### config.mk
export PLATFORM = sky130hd
export DESIGN_NAME = caravel_wb_gpio_irq
export DESIGN_NICKNAME = d
export VERILOG_FILES = /design/src/rtl/gpio_pkg.sv /design/src/rtl/gpio_sync_edge.sv /design/src/rtl/caravel_wb_gpio_irq.sv
export SDC_FILE = /design/constraint.sdc
export NUM_CORES = 1
export LEC_CHECK = 0
export ABC_AREA = 0
export CAP_MARGIN = 20
export CORE_UTILIZATION = 35
export CTS_BUF_LIST = sky130_fd_sc_hd__clkbuf_2 sky130_fd_sc_hd__clkbuf_4 sky130_fd_sc_hd__clkbuf_8
export CTS_CLUSTER_SIZE = 8
export DETAILED_ROUTE_END_ITERATION = 10
export PLACE_DENSITY_LB_ADDON = 0.25
export SYNTH_ARGS = -nofsm -noshare
export SYNTH_HDL_FRONTEND = slang
export SYNTH_SLANG_ARGS = --single-unit
### constraint.sdc
create_clock -name clk_i -period 13.7 [get_ports clk_i]
set_input_delay 2.055 -clock clk_i [delete_from_list [all_inputs] [get_ports clk_i]]
set_output_delay 2.055 -clock clk_i [all_outputs]
set_load 0.02 [all_outputs]
### src/rtl/gpio_pkg.sv
// Shared register map constants and byte-lane helpers
// for the Wishbone GPIO/IRQ controller.
package gpio_pkg;

    localparam logic [4:0] REG_OUT    = 5'd0;
    localparam logic [4:0] REG_OEB    = 5'd1;
    localparam logic [4:0] REG_IN     = 5'd2;
    localparam logic [4:0] REG_IRQ_EN = 5'd3;
    localparam logic [4:0] REG_RISE   = 5'd4;
    localparam logic [4:0] REG_FALL   = 5'd5;
    localparam logic [4:0] REG_STATUS = 5'd6;

    localparam int REG_STRIDE  = 8;
    localparam int WINDOW_BITS = 8;

    // Replace only the bytes whose select bit is set.
    function automatic logic [31:0] sel_merge(
        input logic [31:0] old_v,
        input logic [31:0] new_v,
        input logic [3:0]  sel
    );
        logic [31:0] r;
        r = old_v;
        for (int b = 0; b < 4; b++) begin
            if (sel[b]) begin
                r[b*8 +: 8] = new_v[b*8 +: 8];
            end
        end
        return r;
    endfunction

    // Merge a 32-bit bus word into the LO or HI half of a 64-bit register.
    function automatic logic [63:0] merge64(
        input logic [63:0] old_v,
        input logic        hi,
        input logic [31:0] dat,
        input logic [3:0]  sel
    );
        logic [63:0] r;
        r = old_v;
        if (hi) begin
            r[63:32] = sel_merge(old_v[63:32], dat, sel);
        end else begin
            r[31:0] = sel_merge(old_v[31:0], dat, sel);
        end
        return r;
    endfunction

endpackage

### src/rtl/gpio_sync_edge.sv
// Per-pin input synchroniser with one extra delay flop
// so that rising and falling edges can be detected.
module gpio_sync_edge #(
    parameter int SYNC_STAGES = 2
) (
    input  logic clk_i,
    input  logic rst_i,
    input  logic d_i,
    output logic level_o,
    output logic rise_o,
    output logic fall_o
);

    logic [SYNC_STAGES-1:0] sync_q;
    logic                   dly_q;

    // Shift the pad value through the synchroniser, then delay once more.
    always_ff @(posedge clk_i or posedge rst_i) begin
        if (rst_i) begin
            sync_q <= '0;
            dly_q  <= 1'b0;
        end else begin
            sync_q <= {sync_q[SYNC_STAGES-2:0], d_i};
            dly_q  <= sync_q[SYNC_STAGES-1];
        end
    end

    assign level_o = sync_q[SYNC_STAGES-1];
    assign rise_o  = level_o & ~dly_q;
    assign fall_o  = ~level_o & dly_q;

endmodule

### src/rtl/caravel_wb_gpio_irq.sv
// Wishbone-slave GPIO controller: pad outputs/enables, synchronised
// inputs, and edge-triggered interrupts routed onto NUM_IRQ lines.
module caravel_wb_gpio_irq
    import gpio_pkg::*;
#(
    parameter int          NUM_PINS    = 38,
    parameter int          NUM_IRQ     = 3,
    parameter logic [31:0] BASE_ADDR   = 32'h3000_0000,
    parameter int          SYNC_STAGES = 2
) (
    input  logic                clk_i,
    input  logic                rst_i,
    input  logic                wbs_stb_i,
    input  logic                wbs_cyc_i,
    input  logic                wbs_we_i,
    input  logic [3:0]          wbs_sel_i,
    input  logic [31:0]         wbs_dat_i,
    input  logic [31:0]         wbs_adr_i,
    output logic                wbs_ack_o,
    output logic [31:0]         wbs_dat_o,
    input  logic [NUM_PINS-1:0] gpio_i,
    output logic [NUM_PINS-1:0] gpio_o,
    output logic [NUM_PINS-1:0] gpio_oeb_no,
    output logic [NUM_IRQ-1:0]  irq_o
);

    localparam logic [63:0] PIN_MASK =
        (NUM_PINS >= 64) ? {64{1'b1}} : ((64'd1 << NUM_PINS) - 64'd1);

    logic [63:0] out_q, out_d;
    logic [63:0] oeb_q, oeb_d;
    logic [63:0] ien_q, ien_d;
    logic [63:0] rise_q, rise_d;
    logic [63:0] fall_q, fall_d;
    logic [63:0] stat_q, stat_d;
    logic [NUM_IRQ-1:0] irq_q, irq_d;

    logic        ack_q, ack_d;
    logic [31:0] dat_q, dat_d;
    logic        pend_we_q;
    logic [4:0]  pend_idx_q;
    logic        pend_hi_q;
    logic [3:0]  pend_sel_q;
    logic [31:0] pend_dat_q;

    logic [NUM_PINS-1:0] in_lvl, in_rise, in_fall;
    logic [63:0] in_vec, edge_vec, clr_vec, rd_vec;
    logic [31:0] rd_word;
    logic [4:0]  cur_idx;
    logic        cur_hi;
    logic        req_sel, accept, wr_en;
    logic        unused_adr;

    for (genvar p = 0; p < NUM_PINS; p++) begin : g_pin
        gpio_sync_edge #(
            .SYNC_STAGES(SYNC_STAGES)
        ) u_sync (
            .clk_i  (clk_i),
            .rst_i  (rst_i),
            .d_i    (gpio_i[p]),
            .level_o(in_lvl[p]),
            .rise_o (in_rise[p]),
            .fall_o (in_fall[p])
        );
    end

    assign req_sel = wbs_cyc_i & wbs_stb_i &
        (wbs_adr_i[31:WINDOW_BITS] == BASE_ADDR[31:WINDOW_BITS]);
    // No new request is taken while the previous ack is on the bus.
    assign accept     = req_sel & ~ack_q;
    assign cur_idx    = wbs_adr_i[WINDOW_BITS-1:3];
    assign cur_hi     = wbs_adr_i[2];
    assign wr_en      = ack_q & pend_we_q;
    assign unused_adr = ^wbs_adr_i[1:0];

    // Widen the pin-level input and enabled edge vectors to the 64-bit map.
    always_comb begin
        in_vec   = '0;
        edge_vec = '0;
        in_vec[NUM_PINS-1:0]   = in_lvl;
        edge_vec[NUM_PINS-1:0] = (in_rise & rise_q[NUM_PINS-1:0]) |
                                 (in_fall & fall_q[NUM_PINS-1:0]);
    end

    // Read mux for the currently addressed register half.
    always_comb begin
        rd_vec = '0;
        unique case (cur_idx)
            REG_OUT:    rd_vec = out_q;
            REG_OEB:    rd_vec = oeb_q;
            REG_IN:     rd_vec = in_vec;
            REG_IRQ_EN: rd_vec = ien_q;
            REG_RISE:   rd_vec = rise_q;
            REG_FALL:   rd_vec = fall_q;
            REG_STATUS: rd_vec = stat_q;
            default:    rd_vec = '0;
        endcase
        rd_word = cur_hi ? rd_vec[63:32] : rd_vec[31:0];
        ack_d   = accept;
        dat_d   = (accept & ~wbs_we_i) ? rd_word : '0;
    end

    // Handshake: register ack and read data, hold the request for commit.
    always_ff @(posedge clk_i or posedge rst_i) begin
        if (rst_i) begin
            ack_q      <= 1'b0;
            dat_q      <= '0;
            pend_we_q  <= 1'b0;
            pend_idx_q <= '0;
            pend_hi_q  <= 1'b0;
            pend_sel_q <= '0;
            pend_dat_q <= '0;
        end else begin
            ack_q <= ack_d;
            dat_q <= dat_d;
            if (accept) begin
                pend_we_q  <= wbs_we_i;
                pend_idx_q <= cur_idx;
                pend_hi_q  <= cur_hi;
                pend_sel_q <= wbs_sel_i;
                pend_dat_q <= wbs_dat_i;
            end
        end
    end

    // Register writes commit at the end of the ack cycle; set beats clear.
    always_comb begin
        out_d   = out_q;
        oeb_d   = oeb_q;
        ien_d   = ien_q;
        rise_d  = rise_q;
        fall_d  = fall_q;
        clr_vec = '0;
        if (wr_en) begin
            unique case (pend_idx_q)
                REG_OUT: out_d = PIN_MASK &
                    merge64(out_q, pend_hi_q, pend_dat_q, pend_sel_q);
                REG_OEB: oeb_d = PIN_MASK &
                    merge64(oeb_q, pend_hi_q, pend_dat_q, pend_sel_q);
                REG_IRQ_EN: ien_d = PIN_MASK &
                    merge64(ien_q, pend_hi_q, pend_dat_q, pend_sel_q);
                REG_RISE: rise_d = PIN_MASK &
                    merge64(rise_q, pend_hi_q, pend_dat_q, pend_sel_q);
                REG_FALL: fall_d = PIN_MASK &
                    merge64(fall_q, pend_hi_q, pend_dat_q, pend_sel_q);
                REG_STATUS: clr_vec = PIN_MASK &
                    merge64(64'd0, pend_hi_q, pend_dat_q, pend_sel_q);
                default: ;
            endcase
        end
        stat_d = (stat_q & ~clr_vec) | edge_vec;
    end

    // Route enabled status bits onto lines by pin index modulo NUM_IRQ.
    always_comb begin
        irq_d = '0;
        for (int p = 0; p < NUM_PINS; p++) begin
            if (stat_q[p] & ien_q[p]) begin
                irq_d[p % NUM_IRQ] = 1'b1;
            end
        end
    end

    // Register file and interrupt output state.
    always_ff @(posedge clk_i or posedge rst_i) begin
        if (rst_i) begin
            out_q  <= '0;
            oeb_q  <= PIN_MASK;
            ien_q  <= '0;
            rise_q <= '0;
            fall_q <= '0;
            stat_q <= '0;
            irq_q  <= '0;
        end else begin
            out_q  <= out_d;
            oeb_q  <= oeb_d;
            ien_q  <= ien_d;
            rise_q <= rise_d;
            fall_q <= fall_d;
            stat_q <= stat_d;
            irq_q  <= irq_d;
        end
    end

    assign wbs_ack_o   = ack_q;
    assign wbs_dat_o   = dat_q;
    assign gpio_o      = out_q[NUM_PINS-1:0];
    assign gpio_oeb_no = oeb_q[NUM_PINS-1:0];
    assign irq_o       = irq_q;

endmodule

==> results of run 1 <==
==> path summary, 6_finish.rpt <==
check                                           start                    endpoint
setup / recovery                        wbs_adr_i[18]               pend_idx_q[2]
hold / removal             g_pin[19].u_sync.sync_q[0]  g_pin[19].u_sync.sync_q[1]
setup reg to reg                            wbs_ack_o               pend_idx_q[2]
hold reg to reg            g_pin[19].u_sync.sync_q[0]  g_pin[19].u_sync.sync_q[1]
max in group asynchronous                       rst_i  g_pin[35].u_sync.sync_q[0]
min in group asynchronous                       rst_i   g_pin[8].u_sync.sync_q[0]
==> routing by layer <==
layer,vias to the layer above,track usage,wire (um)
li1,5124,-,-
met2,513,0.3399,24400
met4,0,0.08621,1489
met1,6107,0.2942,22270
met3,107,0.05576,3968
met5,-,0,0
==> worst register-to-register path, cell delays in order (launching register included) <==
cell     delay [ps]
dfrtp_1         430
nor4_1          190
and4_1          220
buf_4           410
and2_1          760
buf_4           500
mux2_2          390
==> synthesized netlist by cell type, types with 2 or more instances <==
| master | instances | share of area |
|---|---|---|
| buf_1 | 3 | 0.00068 |
| a222oi_1 | 25 | 0.015 |
| nand2b_1 | 6 | 0.0023 |
| o21ai_0 | 70 | 0.021 |
| clkbuf_1 | 48 | 0.011 |
| mux2i_1 | 21 | 0.013 |
| nor3_1 | 2 | 0.00060 |
| o2bb2ai_1 | 3 | 0.0016 |
| o41ai_1 | 2 | 0.0011 |
| nor2_1 | 21 | 0.0047 |
| a22oi_1 | 56 | 0.025 |
| and2_1 | 5 | 0.0019 |
| o22ai_1 | 6 | 0.0023 |
| a221oi_1 | 11 | 0.0058 |
| nor2b_1 | 7 | 0.0026 |
| dfstp_2 | 38 | 0.060 |
| dfrtp_1 | 383 | 0.58 |
| inv_1 | 33 | 0.0074 |
| nor4_1 | 4 | 0.0015 |
| nand3_1 | 36 | 0.011 |
| and3_1 | 15 | 0.0056 |
| o211ai_1 | 38 | 0.017 |
| nand3b_1 | 51 | 0.023 |
| a2111oi_0 | 12 | 0.0063 |
| mux2_1 | 7 | 0.0047 |
| mux2_2 | 194 | 0.13 |
| nor2_2 | 5 | 0.0019 |
| a31oi_1 | 26 | 0.0098 |
| and4_1 | 2 | 0.0011 |
| a21oi_1 | 8 | 0.0024 |
| nand4_1 | 5 | 0.0019 |
| or4_1 | 3 | 0.0014 |
| a22o_1 | 5 | 0.0026 |
| nand2_1 | 50 | 0.011 |
| buf_2 | 10 | 0.0030 |
| a211oi_1 | 6 | 0.0027 |
==> cell usage in the layout (no fill, tap or decap), types with 3 or more instances in the layout <==
cell / n
a22o_1: 5
and2_1: 3
clkdlybuf4s50_1: 220
clkbuf_8: 94
o211ai_1: 38
mux2_1: 7
or4_1: 3
clkinvlp_4: 4
nand3b_1: 51
buf_4: 11
clkbuf_4: 35
a22oi_1: 56
inv_1: 32
a21oi_1: 8
a222oi_1: 25
nand2_1: 50
o22ai_1: 6
o21ai_0: 70
dfstp_2: 38
nand2b_1: 6
a31oi_1: 26
nor2b_1: 7
nor4_1: 4
a211oi_1: 6
nor2_1: 20
nor2_2: 5
mux2_2: 194
a2111oi_0: 12
a221oi_1: 11
dfrtp_1: 383
mux2i_1: 21
nand4_1: 5
and3_1: 14
and2_2: 3
nand3_1: 36
o2bb2ai_1: 3
==> registers in the layout, indices dropped and copies added (netlist names) <==
name / cells
fall_q: 38
g_pin.u_sync.dly_q: 38
g_pin.u_sync.sync_q: 76
ien_q: 38
irq_o: 3
oeb_q: 38
out_q: 38
pend_dat_q: 32
pend_hi_q: 1
pend_idx_q: 5
pend_sel_q: 4
pend_we_q: 1
rise_q: 38
stat_q: 38
wbs_ack_o: 1
wbs_dat_o: 32
==> final cells by class <==
type                    count  area (sq um)
clock buffers             129          1556
clock inverters             6         62.56
fillers                  4221         25640
inverters                  34         131.4
multi-input cells         715          5695
flip-flops and latches    421         10580
well taps                 607         759.5
repair buffers            233          2325
==> report_power, final <==
group / internal, mW / leakage (nW) / switching (mW)
registers: 1.26 / 5.31 / 0.0119
clock network: 0.729 / 0.859 / 0.513
logic: 0.0357 / 2.98 / 0.0470
total: 2.03 / 9.15 / 0.572
==> logic make-up after synthesis <==
group / synth area share
AO/OA/AOI/OAI: 0.1130
buffers and inverters: 0.02330
flip-flops: 0.6358
multiplexers: 0.1486
AND/OR/NAND/NOR: 0.07931
==> metrics.txt, run 1 <==
status finished, violations left; failing checks DRC; CTS Buf Count 73; Layout area overhead 26.84%; Slew @ Worst Pin 1137 ps; Tcrit/Tclk final 0.3620; Die Wd 220.1 um; Max Cap Viol 0; gr ovfl total 0; Placed Cells 2,010; n_diodes 0; Worst Path Arrival 5450 ps; crit end category flip-flop; Routed WL 52.13 mm; full die area 0.04843 sq mm; clock skew 23.35 ps; Final TNS setup 0 ps; Die H 220.1 um; CTS tree done; Placed Area 0.01949 sq mm; Yosys cell types 52; R2R setup slack 10,690 ps; Detailed Route Iter0 Violations 1,278; largest net degree at the start of global routing 191; post-route cell area 0.02111 sq mm; post-synth net total 1,344; row cnt 79; startpoint types primary input; Syn Std Cell Area 0.01664 sq mm; CTS Hold Bufs 0; synthesized netlist cell count 1,233; Max IR drop VDD 0.00006771 V; routability cong. 0.8368; Placeable Area 0.04675 sq mm; H-Tree Level Count 3; Achievable Freq 201.6 MHz; post-route ant nets 0; warnings from Yosys 0; Max stage delay cell, worst path and2_1; drt drc 11; Crit path depth 7; minimum clock period 4959 ps; Max Slew Vio Count 0; Buf/Inv on CP 3; worst path cell trace clkdlybuf4s50_1 -> or4_1 -> nor4_4 -> buf_4 -> and2_1 -> buf_4 -> mux2_2; final worst slack 8741 ps; CTS clk-pin slew, worst paths 60 ps; crit-path max cell delay 760 ps; Yosys reg bits 421; Setup-failing EPs final 0; cells resized by post-CTS repair 0; hold crit path type reg2reg; Post CTS Setup Buffer Count 0; final std cells w/o fill 2,145; worst-skew pair later-pin latency 620 ps; via count 11,851; vias in the first global route 12,236; Final Hold Viols 0; CP max FO 35; fin util 0.4516; fraction of layout instances using a drive strength above 1 0.2588; fraction of registers with async set/reset 1.000; Critical Path RT 14,190 ps; Fin Hold WS 340.9 ps; total power 2.599 mW; Initial Utilization 0.3560; pre-CTS setup slack 8081 ps; relative slew slack 0.2222; io pins 223; detailed placement HPWL 34.12 mm; DR vias/cell 5.525; R2R cell count 6; Post-synth EDFFs 0; Seq/Total Area, Yosys 0.6358; Final #Nets 1,589; Most used DFF post-synth dfrtp_1; Min-Delay Path Depth 0; clock buffer depth 3; gr usage total 0.2196; CP delay by family, top simple AND/OR/NAND/NOR gates; first-pass GRT wire length 78.07 mm; CTS Sinks 421; most frequent CP cell buf_4; DR WL/cell 24.30 um; Avg Inst Size Synth 13.50 sq um; initial antenna violation count 0; Root Buffer clkbuf_8; Leak 9.148 nW; Pwr per Cell Area 123.1 mW/mm^2; kind of critical path in2reg; First-pass DRT Iterations 9; RSZ-0062 raised after global routing no; Buffers on Ports 220
(Power assumes the default switching activity.)
==> run 2: changes to the inputs <==
==> constraint.sdc (replaced) <==
create_clock -name clk_i -period 4.8 [get_ports clk_i]
set_input_delay 0.72 -clock clk_i [delete_from_list [all_inputs] [get_ports clk_i]]
set_output_delay 0.72 -clock clk_i [all_outputs]
set_load 0.02 [all_outputs]
==> run 2 against run 1 <==
Compared with the run above:
- the run still ends with DRC left
- hold slack better by 4.4 ps
- final area is 0.47% higher
- power rose to 2.8 times the previous value
- die area did not move
- via count is essentially flat
- sequential share of layout area down 0.23 points
- final cell count increased by 0.56%
- sequential cell count did not move
- routed wire length about the same
- critical path type unchanged
- highest routed layer unchanged
==> metrics.txt, run 2 (synthesis results as in run 1) <==
status finished, violations left; failing checks DRC; Max Slew Vio Count 0 (unchanged); relative slew slack 0.1714 (-0.05077); gr usage total 0.2197 (about the same); Routed WL 52.14 mm (about the same); Max Cap Viol 0 (unchanged); CP max FO 11 (-69%); Fill cells 4,267 (+1.1%); minimum clock period 3181 ps; clock skew 16.13 ps (-7.219 ps); Final #Nets 1,602 (+0.82%); Detailed Route Iter0 Violations 1,216 (-4.9%); largest net degree at the start of global routing 102 (-47%); via count 11,848 (-0.025%); fin util 0.4537 (+0.002114); post-route ant nets 0 (unchanged); fraction of layout instances using a drive strength above 1 0.2615 (+0.002681); vias in the first global route 12,318 (+0.67%); R2R cell count 4 (-2); pre-CTS setup slack 1157 ps (-6924 ps); drt drc 22 (+11); Layout area overhead 27.44%; Max IR drop VDD 0.0001585 V (+130%); first-pass GRT wire length 78.16 mm (+0.11%); Slew @ Worst Pin 1212 ps (+74.24 ps); hold crit path type reg2reg; Worst Path Arrival 3610 ps (-1840 ps); Die Wd 220.1 um (unchanged); Min-Delay Path Depth 0 (unchanged); initial antenna violation count 0 (unchanged); Initial Utilization 0.3560 (unchanged); Placed Area 0.01962 sq mm (+0.64%); detailed placement HPWL 35.25 mm (+3.3%); Buffers on Ports 220 (unchanged); Final TNS setup 0 ps (unchanged); CTS Sinks 421 (unchanged); post-route cell area 0.02121 sq mm (+0.47%); Root Buffer clkbuf_8; CTS clk-pin slew, worst paths 50 ps (about the same); startpoint types primary input; max FFs per register 76 (unchanged); First-pass DRT Iterations 10 (+1); Leak 9.212 nW (+0.70%); Die H 220.1 um (unchanged); CTS Hold Bufs 0 (unchanged); M1 wire length 22.41 mm (+0.64%); most common cell after layout, fill and taps aside dfrtp_1; H-Tree Level Count 3 (unchanged); row cnt 79 (unchanged); wire length on met2 24.39 mm (about the same); Setup-failing EPs final 0 (unchanged); Largest Register g_pin.u_sync.sync_q; DR WL/cell 24.17 um (-0.54%); Pwr per Cell Area 348.2 mW/mm^2 (+180%); top sig layer met4; final worst slack 1619 ps (-7122 ps); RSZ-0062 raised after global routing no; met3 wire length 3.765 mm (-5.1%); highest-count cells in the layout ignoring fill and taps dfrtp_1 (383), clkdlybuf4s50_1 (220), mux2_2 (194), clkbuf_8 (93), o21ai_0 (70); total power 7.386 mW (+180%); Placeable Area 0.04675 sq mm (unchanged); crit end category flip-flop; clock buffer depth 3 (unchanged); cells resized by post-CTS repair 0 (unchanged); Post CTS Setup Buffer Count 0 (unchanged); Final Hold Viols 0 (unchanged); io pins 223 (unchanged); Tcrit/Tclk final 0.6628; Achievable Freq 314.3 MHz; DR vias/cell 5.493 (-0.58%); routability cong. 0.8339 (-0.35%); CTS tree done; kind of critical path in2reg; worst-skew pair later-pin latency 620 ps (about the same); Critical Path RT 5230 ps (-8960 ps); CTS Buf Count 73 (unchanged); gr ovfl total 0 (unchanged); full die area 0.04843 sq mm (unchanged)
-- run 2: cell count changes in the layout (fill, tap and decap cells not counted), sizes merged --
cell,before,now
clkbuf,129,124
clkinv,3,6
buf,13,26
diode,0,1
-- run 2: final timing paths --
path / start / to / slack (ps)
worst max-delay path: wbs_adr_i[6] / wbs_dat_o[4] / 1620
worst max register to register: pend_idx_q[3] / fall_q[10] / 2150
min in group asynchronous: rst_i / fall_q[13] / 660
worst min register to register: g_pin[33].u_sync.sync_q[0] / g_pin[33].u_sync.sync_q[1] / 350
worst min-delay path: g_pin[33].u_sync.sync_q[0] / g_pin[33].u_sync.sync_q[1] / 350
max in group asynchronous: rst_i / oeb_q[22] / 3130
-- run 2: stage by stage --
step           std cells  hold WS (ps)
3_3_place_gp        2023         331.7
6_report            2157         345.3
5_1_grt             2156         343.6
2_1_floorplan       1233         331.2
3_5_place_dp        2023         334.7
4_1_cts             2156         345.1
-- run 2: critical path: stages --
cell and delay [ps]:
clkdlybuf4s50_1 850, nor3_1 270, and2_1 490, a2111oi_0 1160
a211oi_1 110
-- run 2: final cells by class --
type	count	area [sq um]	share of cell area
Sequential cell	421	10580	0.4989
Tap cell	607	759.5	0.03580
Timing Repair Buffer	246	2460	0.1160
Inverter	34	131.4	0.006194
Multi-Input combinational cell	715	5685	0.2680
Antenna cell	1	2.502	0.0001180
Clock buffer	124	1513	0.07131
Clock inverter	9	77.57	0.003657
-- run 2: routing by layer --
metal / GRT usage / vias to the layer above
li1: - / 5171
met5: 0 / -
met1: 0.2991 / 6091
met4: 0.07632 / 0
met2: 0.3455 / 484
met3: 0.04720 / 102
-- run 2: report_power, final --
group	leakage, nW	internal (mW)	switching [mW]	total [mW]
clock	0.845	2.03	1.47	3.51
sequential	5.31	3.60	0.0342	3.64
combinational	3.05	0.107	0.136	0.243
total	9.21	5.74	1.64	7.39
==> run 3: changes to the inputs <==
==> constraint.sdc (replaced) <==
create_clock -name clk_i -period 3.3 [get_ports clk_i]
set_input_delay 0.495 -clock clk_i [delete_from_list [all_inputs] [get_ports clk_i]]
set_output_delay 0.495 -clock clk_i [all_outputs]
set_load 0.02 [all_outputs]
==> run 3 against run 2 <==
Compared with the run above:
- the run still ends with DRC left
- critical path depth fell by 1
- routed wire length rose by 0.76%
- combinational power rose by 51%
- clock power rose by 46%
- power rose by 46%
- sequential cell count did not move
- non-clock buffer count rose by 30
- final area rose by 1.6%
- critical endpoint is now out_q[12]
- highest routed layer is now met5
==> metrics.txt, run 3 (synthesis results as in run 1) <==
Placeable Area 0.04675 sq mm (unchanged); pre-CTS setup slack 217.7 ps (-939.1 ps); startpoint types flip-flop; drt drc 11 (-50%); relative slew slack 0.5138 (+0.3424); vias in the first global route 12,576 (+2.1%); hold crit path type in2async; Final #Nets 1,631 (+1.8%); io pins 223 (unchanged); clock buffer depth 3 (unchanged); R2R setup slack 660 ps (-1490 ps); total power 10.76 mW (+46%); initial antenna violation count 1 (+1); CTS Hold Bufs 0 (unchanged); kind of critical path reg2reg; Leak 9.403 nW (+2.1%); DR WL/cell 24.05 um (-0.49%); Placed Cells 2,053 (+1.5%); Initial Utilization 0.3560 (unchanged); Buffers on Ports 220 (unchanged); cells resized by post-CTS repair 0 (unchanged); n_diodes 0 (-1); first-pass GRT wire length 78.33 mm (+0.22%); Root Buffer clkbuf_8; highest-count cells in the layout ignoring fill and taps dfrtp_1 (383), clkdlybuf4s50_1 (220), mux2_2 (194), clkbuf_8 (96), o21ai_0 (70); launching point of the worst reg2reg path pend_idx_q[4]; Max Slew Vio Count 0 (unchanged); fin util 0.4609 (+0.007252); Setup-failing EPs final 0 (unchanged); CTS Sinks 421 (unchanged); largest net degree at the start of global routing 96 (-5.9%); Max IR drop VDD 0.0002554 V (+61%); final worst slack 661.3 ps (-957.5 ps); Critical Path Source pend_idx_q[4]; crit end category flip-flop; RSZ-0062 raised after global routing no; most common cell after layout, fill and taps aside dfrtp_1; Detailed Route Iter0 Violations 1,077 (-11%); Post CTS Setup Buffer Count 0 (unchanged); Slew @ Worst Pin 710.9 ps (-500.7 ps); post-route ant nets 0 (unchanged); full die area 0.04843 sq mm (unchanged); Layout area overhead 29.47%; gr usage total 0.2202 (+0.0005274); DR vias/cell 5.477 (-0.29%); Final Hold Viols 0 (unchanged); H-Tree Level Count 3 (unchanged); via count 11,961 (+0.95%); Final TNS setup 0 ps (unchanged); First-pass DRT Iterations 10 (unchanged); Tcrit/Tclk final 0.7996; Achievable Freq 379.0 MHz; final std cells w/o fill 2,184 (+1.3%); Largest Register g_pin.u_sync.sync_q; row cnt 79 (unchanged); failing checks DRC; status finished, violations left; CP max FO 10 (-1); minimum clock period 2639 ps; CTS Buf Count 72 (-1.4%); CTS clk-pin slew, worst paths 70 ps (+20 ps); Critical Path RT 3790 ps (-1440 ps); Pwr per Cell Area 499.5 mW/mm^2 (+43%); clock skew 32.00 ps (+15.87 ps); Worst Path Arrival 3130 ps (-480 ps); Die Wd 220.1 um (unchanged); CTS tree done; Die H 220.1 um (unchanged); worst-skew pair later-pin latency 630 ps (about the same); Max Cap Viol 0 (unchanged); routability cong. 0.8403 (+0.77%); gr ovfl total 0 (unchanged); fraction of layout instances using a drive strength above 1 0.2746 (+0.01311); detailed placement HPWL 36.15 mm (+2.5%); Routed WL 52.53 mm (+0.76%); max FFs per register 76 (unchanged)
-- run 3: cell count changes in the layout (fill, tap and decap cells not counted), sizes merged --
cell / before / now
diode: 1 / 0
clkbuf: 124 / 128
buf: 26 / 56
clkinvlp: 4 / 3
clkinv: 6 / 1
-- run 3: through the flow --
stage | instance area [sq um] | hold WS [ps]
floorplan | 16650 | 331.2
global placement | 19940 | 335.2
detailed placement | 19940 | 334.7
CTS | 21550 | 246.8
global route | 21550 | 279.8
finish | 21550 | 266.6
-- run 3: final timing paths --
path | endpoint | cells after the start
min reg2reg | g_pin[15].u_sync.sync_q[1] | 0
min in group clk_i | g_pin[10].u_sync.sync_q[0] | 1
min | pend_dat_q[11] | 2
max | out_q[12] | 4
max in group asynchronous | oeb_q[22] | 4
max reg2reg | out_q[12] | 4
-- run 3: final cells by class --
type                    instances  area (sq um)
clock buffers                 128          1562
clock inverters                 3         45.04
fillers                      4247         25200
inverters                      34         131.4
multi-input cells             715          5685
flip-flops and latches        421         10580
well taps                     607         759.5
repair buffers                276          2785
-- run 3: metal layers --
layer,GRT usage,part of all wire,vias up
li1,-,-,5213
met1,0.2904,0.42,6158
met2,0.3470,0.47,471
met3,0.05217,0.074,117
met4,0.09149,0.034,2
met5,0,0.00025,-
-- run 3: power breakdown --
part,internal [mW],total [mW],switching [mW]
combinational,0.169,0.367,0.198
sequential,5.24,5.29,0.0499
clock,3.02,5.11,2.08
-- run 3: worst max-delay path: stages (launching register included) --
cell,delay (ps)
dfrtp_1,370
and4bb_2,440
or4b_1,650
nor2_2,640
mux2_2,410
